$ cat src/rtl/note_player.sv
`default_nettype none
// ============================================================================
// Module   : note_player
// Function : Turns a MIDI note level (60..72) into a square-wave sample stream
//            with a linear attack/sustain/release envelope. Defining
//            NOTE_PLAYER_ENVELOPE_EN enables the ramps; otherwise notes switch
//            straight to full amplitude and back to silence.
// Revision : 1.0 - initial release
// ============================================================================
module note_player #(
    parameter int SYS_CLK_HZ = 100_000_000,
    parameter int AMP_MAX    = 127,
    parameter int RAMP_DIV   = 1024
) (
    input  logic       clk_in,
    input  logic       rst_in,
    input  logic [7:0] note_in,
    output logic [7:0] audio_out,
    output logic       playing_out,
    output logic [7:0] active_note_out
);

    typedef logic [15:0][23:0] half_tab_t;

    // 2^(k/12) for k = n - 69 over the supported range
    function automatic real semitone_ratio(input int k);
        real r;
        case (k)
            -9:      r = 0.5946035575013605;
            -8:      r = 0.6299605249474366;
            -7:      r = 0.6674199270850172;
            -6:      r = 0.7071067811865476;
            -5:      r = 0.7491535384383408;
            -4:      r = 0.7937005259840998;
            -3:      r = 0.8408964152537145;
            -2:      r = 0.8908987181403393;
            -1:      r = 0.9438743126816935;
            1:       r = 1.0594630943592953;
            2:       r = 1.1224620483093730;
            3:       r = 1.1892071150027210;
            default: r = 1.0;
        endcase
        return r;
    endfunction

    function automatic half_tab_t build_half_tab();
        half_tab_t tab;
        tab = '0;
        for (int i = 0; i <= 12; i++) begin
            tab[i] = 24'($rtoi(real'(SYS_CLK_HZ) / (880.0 * semitone_ratio(i - 9)) + 0.5));
        end
        return tab;
    endfunction

    localparam half_tab_t  HALF_TAB = build_half_tab();
    localparam logic [6:0] AMP_TOP  = 7'(AMP_MAX);

    typedef enum logic [1:0] {
        IDLE    = 2'd0,
        ATTACK  = 2'd1,
        SUSTAIN = 2'd2,
        RELEASE = 2'd3
    } state_t;

    state_t      state, state_nx;
    logic [7:0]  note_q;
    logic [6:0]  amp, amp_nx;
    logic [23:0] half, half_nx;
    logic [23:0] cnt, cnt_nx;
    logic        phase, phase_nx;
    logic [7:0]  active_nx;
    logic [7:0]  audio_nx;
    logic [23:0] tab_half;
    logic        supported;
    logic        load;

`ifdef NOTE_PLAYER_ENVELOPE_EN
    localparam int RW = (RAMP_DIV > 1) ? $clog2(RAMP_DIV) : 1;
    logic [RW-1:0] ramp, ramp_nx;
    logic          tick;
`endif

    always_comb begin
        supported = (note_q >= 8'd60) && (note_q <= 8'd72);
        tab_half  = HALF_TAB[4'(note_q - 8'd60)];
        state_nx  = state;
        amp_nx    = amp;
        half_nx   = half;
        cnt_nx    = cnt;
        phase_nx  = phase;
        active_nx = active_note_out;
        load      = 1'b0;
`ifdef NOTE_PLAYER_ENVELOPE_EN
        ramp_nx   = ramp;
        tick      = (ramp == RW'(RAMP_DIV - 1));
        case (state)
            IDLE: begin
                if (supported) begin
                    state_nx = ATTACK;
                    load     = 1'b1;
                    ramp_nx  = '0;
                end
            end
            ATTACK, SUSTAIN: begin
                if (!supported) begin
                    state_nx = RELEASE;
                    ramp_nx  = '0;
                end else begin
                    load = (note_q != active_note_out);
                    if (state == ATTACK) begin
                        if (amp == AMP_TOP) begin
                            state_nx = SUSTAIN;
                        end else begin
                            ramp_nx = tick ? '0 : ramp + 1'b1;
                            if (tick) begin
                                amp_nx = amp + 7'd1;
                                if (amp_nx == AMP_TOP) state_nx = SUSTAIN;
                            end
                        end
                    end
                end
            end
            RELEASE: begin
                if (supported) begin
                    state_nx = ATTACK;
                    load     = 1'b1;
                    ramp_nx  = '0;
                end else if (amp == 7'd0) begin
                    state_nx = IDLE;
                end else begin
                    ramp_nx = tick ? '0 : ramp + 1'b1;
                    if (tick) begin
                        amp_nx = amp - 7'd1;
                        if (amp_nx == 7'd0) state_nx = IDLE;
                    end
                end
            end
            default: state_nx = IDLE;
        endcase
`else
        case (state)
            IDLE, RELEASE: begin
                if (supported) begin
                    state_nx = SUSTAIN;
                    amp_nx   = AMP_TOP;
                    load     = 1'b1;
                end
            end
            ATTACK, SUSTAIN: begin
                if (!supported) begin
                    state_nx = IDLE;
                    amp_nx   = 7'd0;
                end else begin
                    load = (note_q != active_note_out);
                end
            end
            default: state_nx = IDLE;
        endcase
`endif
        // Square wave restarts high on every pitch load and is frozen while idle
        if (load) begin
            half_nx   = tab_half;
            cnt_nx    = '0;
            phase_nx  = 1'b1;
            active_nx = note_q;
        end else if (state != IDLE) begin
            if (cnt >= half - 24'd1) begin
                cnt_nx   = '0;
                phase_nx = ~phase;
            end else begin
                cnt_nx = cnt + 24'd1;
            end
        end
        if (state_nx == IDLE) active_nx = '0;
        audio_nx = phase_nx ? (8'd128 + {1'b0, amp_nx}) : (8'd128 - {1'b0, amp_nx});
    end

    always_ff @(posedge clk_in or posedge rst_in) begin
        if (rst_in) begin
            state           <= IDLE;
            note_q          <= '0;
            amp             <= '0;
            half            <= '0;
            cnt             <= '0;
            phase           <= 1'b0;
            active_note_out <= '0;
            audio_out       <= 8'd128;
`ifdef NOTE_PLAYER_ENVELOPE_EN
            ramp            <= '0;
`endif
        end else begin
            state           <= state_nx;
            note_q          <= note_in;
            amp             <= amp_nx;
            half            <= half_nx;
            cnt             <= cnt_nx;
            phase           <= phase_nx;
            active_note_out <= active_nx;
            audio_out       <= audio_nx;
`ifdef NOTE_PLAYER_ENVELOPE_EN
            ramp            <= ramp_nx;
`endif
        end
    end

    assign playing_out = (state != IDLE);

endmodule
`default_nettype wire

$ cat config.mk
export PLATFORM = sky130hd
export DESIGN_NAME = note_player
export DESIGN_NICKNAME = d
export VERILOG_FILES = /design/src/rtl/note_player.sv
export SDC_FILE = /design/constraint.sdc
export NUM_CORES = 1
export LEC_CHECK = 0
export ABC_AREA = 0
export CAP_MARGIN = 20
export CORE_ASPECT_RATIO = 1.4
export CORE_MARGIN = 1.5
export CORE_UTILIZATION = 60
export CTS_CLUSTER_DIAMETER = 40
export CTS_CLUSTER_SIZE = 16
export DETAILED_ROUTE_END_ITERATION = 10
export PLACE_DENSITY = 0.87
export SLEW_MARGIN = 20
export SYNTH_ARGS = -nofsm -noshare
export SYNTH_HDL_FRONTEND = slang
export SYNTH_SLANG_ARGS = --single-unit
$ cat constraint.sdc
create_clock -name clk_in -period 5.21 [get_ports clk_in]
set_input_delay 0.7815 -clock clk_in [delete_from_list [all_inputs] [get_ports clk_in]]
set_output_delay 0.7815 -clock clk_in [all_outputs]
set_load 0.05 [all_outputs]
==> results.txt <==
STA classifies the critical path endpoint as a register. The filler cells instantiated in the layout total 524. After technology mapping, the gate count stands at 503. The logs give 4.89 ns for the arrival time reported for the critical path endpoint and 0 for the number of maximum-capacitance constraint violations. The initial core utilization came out at 0.625. The maximum fanout count along the critical path was 12; the maximum clock skew at final layout was 0.00727 ns. For this run, the number of Yosys warnings is 0. The final sum of negative setup slack is 0 ns, and the placeable core region is 7450 um^2.

For the total count of max-transition violations in the final report, the log shows 0. The count of nets left with antenna violations once routing finished came out at 0. The via count of the first global-routing pass is 3565, and the total length of routed wires is 9.68 mm. The number of antenna diodes in the final layout is 0.

Once placement finished, the instance area stood at 4960 um^2. The async set-or-reset flop fraction in the synthesized netlist is 1.00, and the synthesized netlist net count is 553. The peak clock frequency supported by timing was 0.215 GHz. The worst setup path is launched from a register. Walking the worst path, the cells encountered are nor4_1 > nand3_1 > nor4_1 > nand2_1 > xnor2_1 > ha_1 > nand4_1 > nor4_1 > nand2_1 > o211ai_1 > nor3b_1 > nor3_2 > buf_4 > a211oi_1 > a211oi_1. The average routed wire per standard cell was 15.5 um.

The area growth from synthesis to layout is 11.1%. For this run, design rule violations remaining after detail routing come to 0. The logs give 5180 um^2 for the final instance area and 0 for the post-cts sizing count. TritonCTS built the clock tree. In the synthesized netlist the dominant register cell turns out to be dfrtp_1.

The setup violation total in the final timing report is 0. Entering global routing, the biggest net connects 50 pins. Dividing total power by cell area gives a power density of 342 nW/um^2. Counting every sink on the clock net gives 75.

During placement, the flow inserted port buffers numbering 26. By instance count, the cell type seen most on the critical path is nor4_1. Measured along the x axis, the die boundary spans 77.5 um. The clock period minus final worst setup slack was 4.65 ns; the number of library cell types mapped by synthesis was 50. The initialized floorplan defines 37 standard-cell rows. The relative max-transition margin was 0.423; the worst-margin pin slew was 0.865 ns. Counting flops and latches in the post-synthesis netlist gives 75.

After detailed routing, the number of vias per cell comes to 5.95. The run finished with clean final reports. The tools report the root buffer cell as clkbuf_8. The worst path buffer plus inverter count works out to 1. After clock tree synthesis, the clock-pin slew on the worst setup and hold paths is 0.08 ns. Count of hold-fix buffers inserted at cts: 0. Initial antenna violation count: 0. dfrtp_1 is the most common cell in the netlist. In this run the number of H-tree levels came out at 3. The peak per-stage delay on the critical path is 0.74 ns. For this block, the initial DRC count from the detailed router was 260. The number of enable flip-flop cells after synthesis is 0.

By startpoint and endpoint, the worst setup path is classified as reg2reg. The floorplan die area was 8310 um^2. The worst-case IR drop observed on VDD is 308 uV. The min-delay analysis places its worst path in the category reg2reg. The largest area contributor in the netlist was dfrtp_1. No sink is reached through more buffers than the 2 on the longest clock path. The cell class contributing the biggest share of worst-path delay was simple AND/OR/NAND/NOR gates. The run gives 4660 um^2 as the synthesized area. The average cell area after synthesis is 9.27 um^2, and the number of buffers inserted by post-CTS setup repair is 0. The layout cell share with drive strength beyond 1 is 0.0721.

The final worst-path cycle share was 0.892. The aggregate global-route resource usage was 0.242. The slowest stage of the critical path is the nor4_1 cell. The routed layout has 3714 vias. Number of optimization iterations in the first detailed-route pass: 6.

The final count of hold timing violations is 0. The count of pins on the block boundary came out at 27. Yosys attributes the largest share of cell area to dfrtp_1 (40%), ha_1 (11%), nor2_1 (5.3%), xor2_1 (4.9%), a21oi_1 (4.2%).

In the final design database the tool counted 572 nets. The leakage power is 2.26 nW, and the die outline height is 107 um. The run gives 0.403 as the fraction of the yosys area taken by sequential cells. For this run the aggregate overflow at the end of global routing stands at 0.

TritonCTS created 9 clock buffers. Clock latency on the worst-skew pair, taken at its later pin, is 0.36 ns. For the worst setup path, the data required time is 5.45 ns. For the detailed placer's ending HPWL, the log shows 6.88 mm. Global-route wire length before repair: 15.9 mm. The commonest cells after synthesis are dfrtp_1 (74), nor2_1 (66), nand2_1 (42). Setup repair after global routing left no endpoint under its margin. The last weighted congestion value of the routability-driven placer was 0.889; the share of the synthesized area in the top cell type was 0.397.
cell type report:
type                    instances  area (um^2)  area share
multi-input cells             387         2590       0.501
flip-flops and latches         75         1880       0.363
well taps                      97          121      0.0234
clock buffers                   9          124      0.0239
repair buffers                 30          290      0.0560
clock inverters                 7          100      0.0193
inverters                      19         71.3      0.0138
report_power, final:
group,total (mW),switching (mW),internal [mW]
combinational,0.509,0.303,0.206
sequential,0.756,0.0875,0.668
clock,0.506,0.232,0.274
metrics by stage:
step                      cells  hold slack [ns]  setup WS (ns)  power, mW   util
after floorplan             503            0.498           1.40       1.12      -
after global placement      608            0.521          0.884       1.24  0.665
after detailed placement    608            0.528          0.661       1.27  0.665
after CTS                   624            0.550          0.606       1.77  0.695
after global routing        624            0.568         0.0830       1.86  0.695
final                       624            0.547          0.560       1.77  0.695
placed cells by master (no fill, tap or decap), types with 3 or more instances in the layout:
cell type and instances:
nor2_1 66, nand2_1 42, a211oi_1 13, xor2_1 26
mux2i_1 9, o21a_1 4, nand3_1 19, or3_1 6
nor4_1 6, nor3b_1 4, ha_1 40, buf_4 4
nor3_1 9, o21ai_0 28, a21o_1 3, a21oi_1 39
nor2b_1 3, mux2_2 7, inv_1 16, nand3b_1 9
clkdlybuf4s50_1 26, xnor2_1 19, clkbuf_8 9, and3_1 9
nand4_1 5, dfrtp_1 74
flip-flops by register name, summed over array words and instances, names as in the netlist:
signal           count
audio_out            7
amp                  7
phase                1
active_note_out      8
half                18
state                2
note_q               8
cnt                 24
cell families after synthesis:
family	share of synthesized area
XOR/XNOR	0.0846
adder cells (fa/ha/maj)	0.107
AND/OR/NAND/NOR	0.190
buffers and inverters	0.0403
flip-flops	0.403
AO/OA/AOI/OAI	0.134
multiplexers	0.0411
path summary, 6_finish.rpt:
path                           from            to  slack [ns]  depth (start not counted)
max                         half[2]  audio_out[4]        0.56                         15
max in group asynchronous    rst_in       cnt[11]        3.38                          3
min in group asynchronous    rst_in        amp[3]        0.85                          2
min reg2reg                half[16]      half[16]        0.55                          1
min                        half[16]      half[16]        0.55                          1
max reg2reg                 half[2]  audio_out[4]        0.56                         15
per-layer routing:
layer / GRT usage / share of wire / up-vias
li1: - / - / 1795
met4: 0.125 / 0.028 / 0
met2: 0.443 / 0.53 / 87
met3: 0.0305 / 0.030 / 31
met5: 0 / 0 / -
met1: 0.274 / 0.41 / 1801
(Power assumes the default switching activity.)
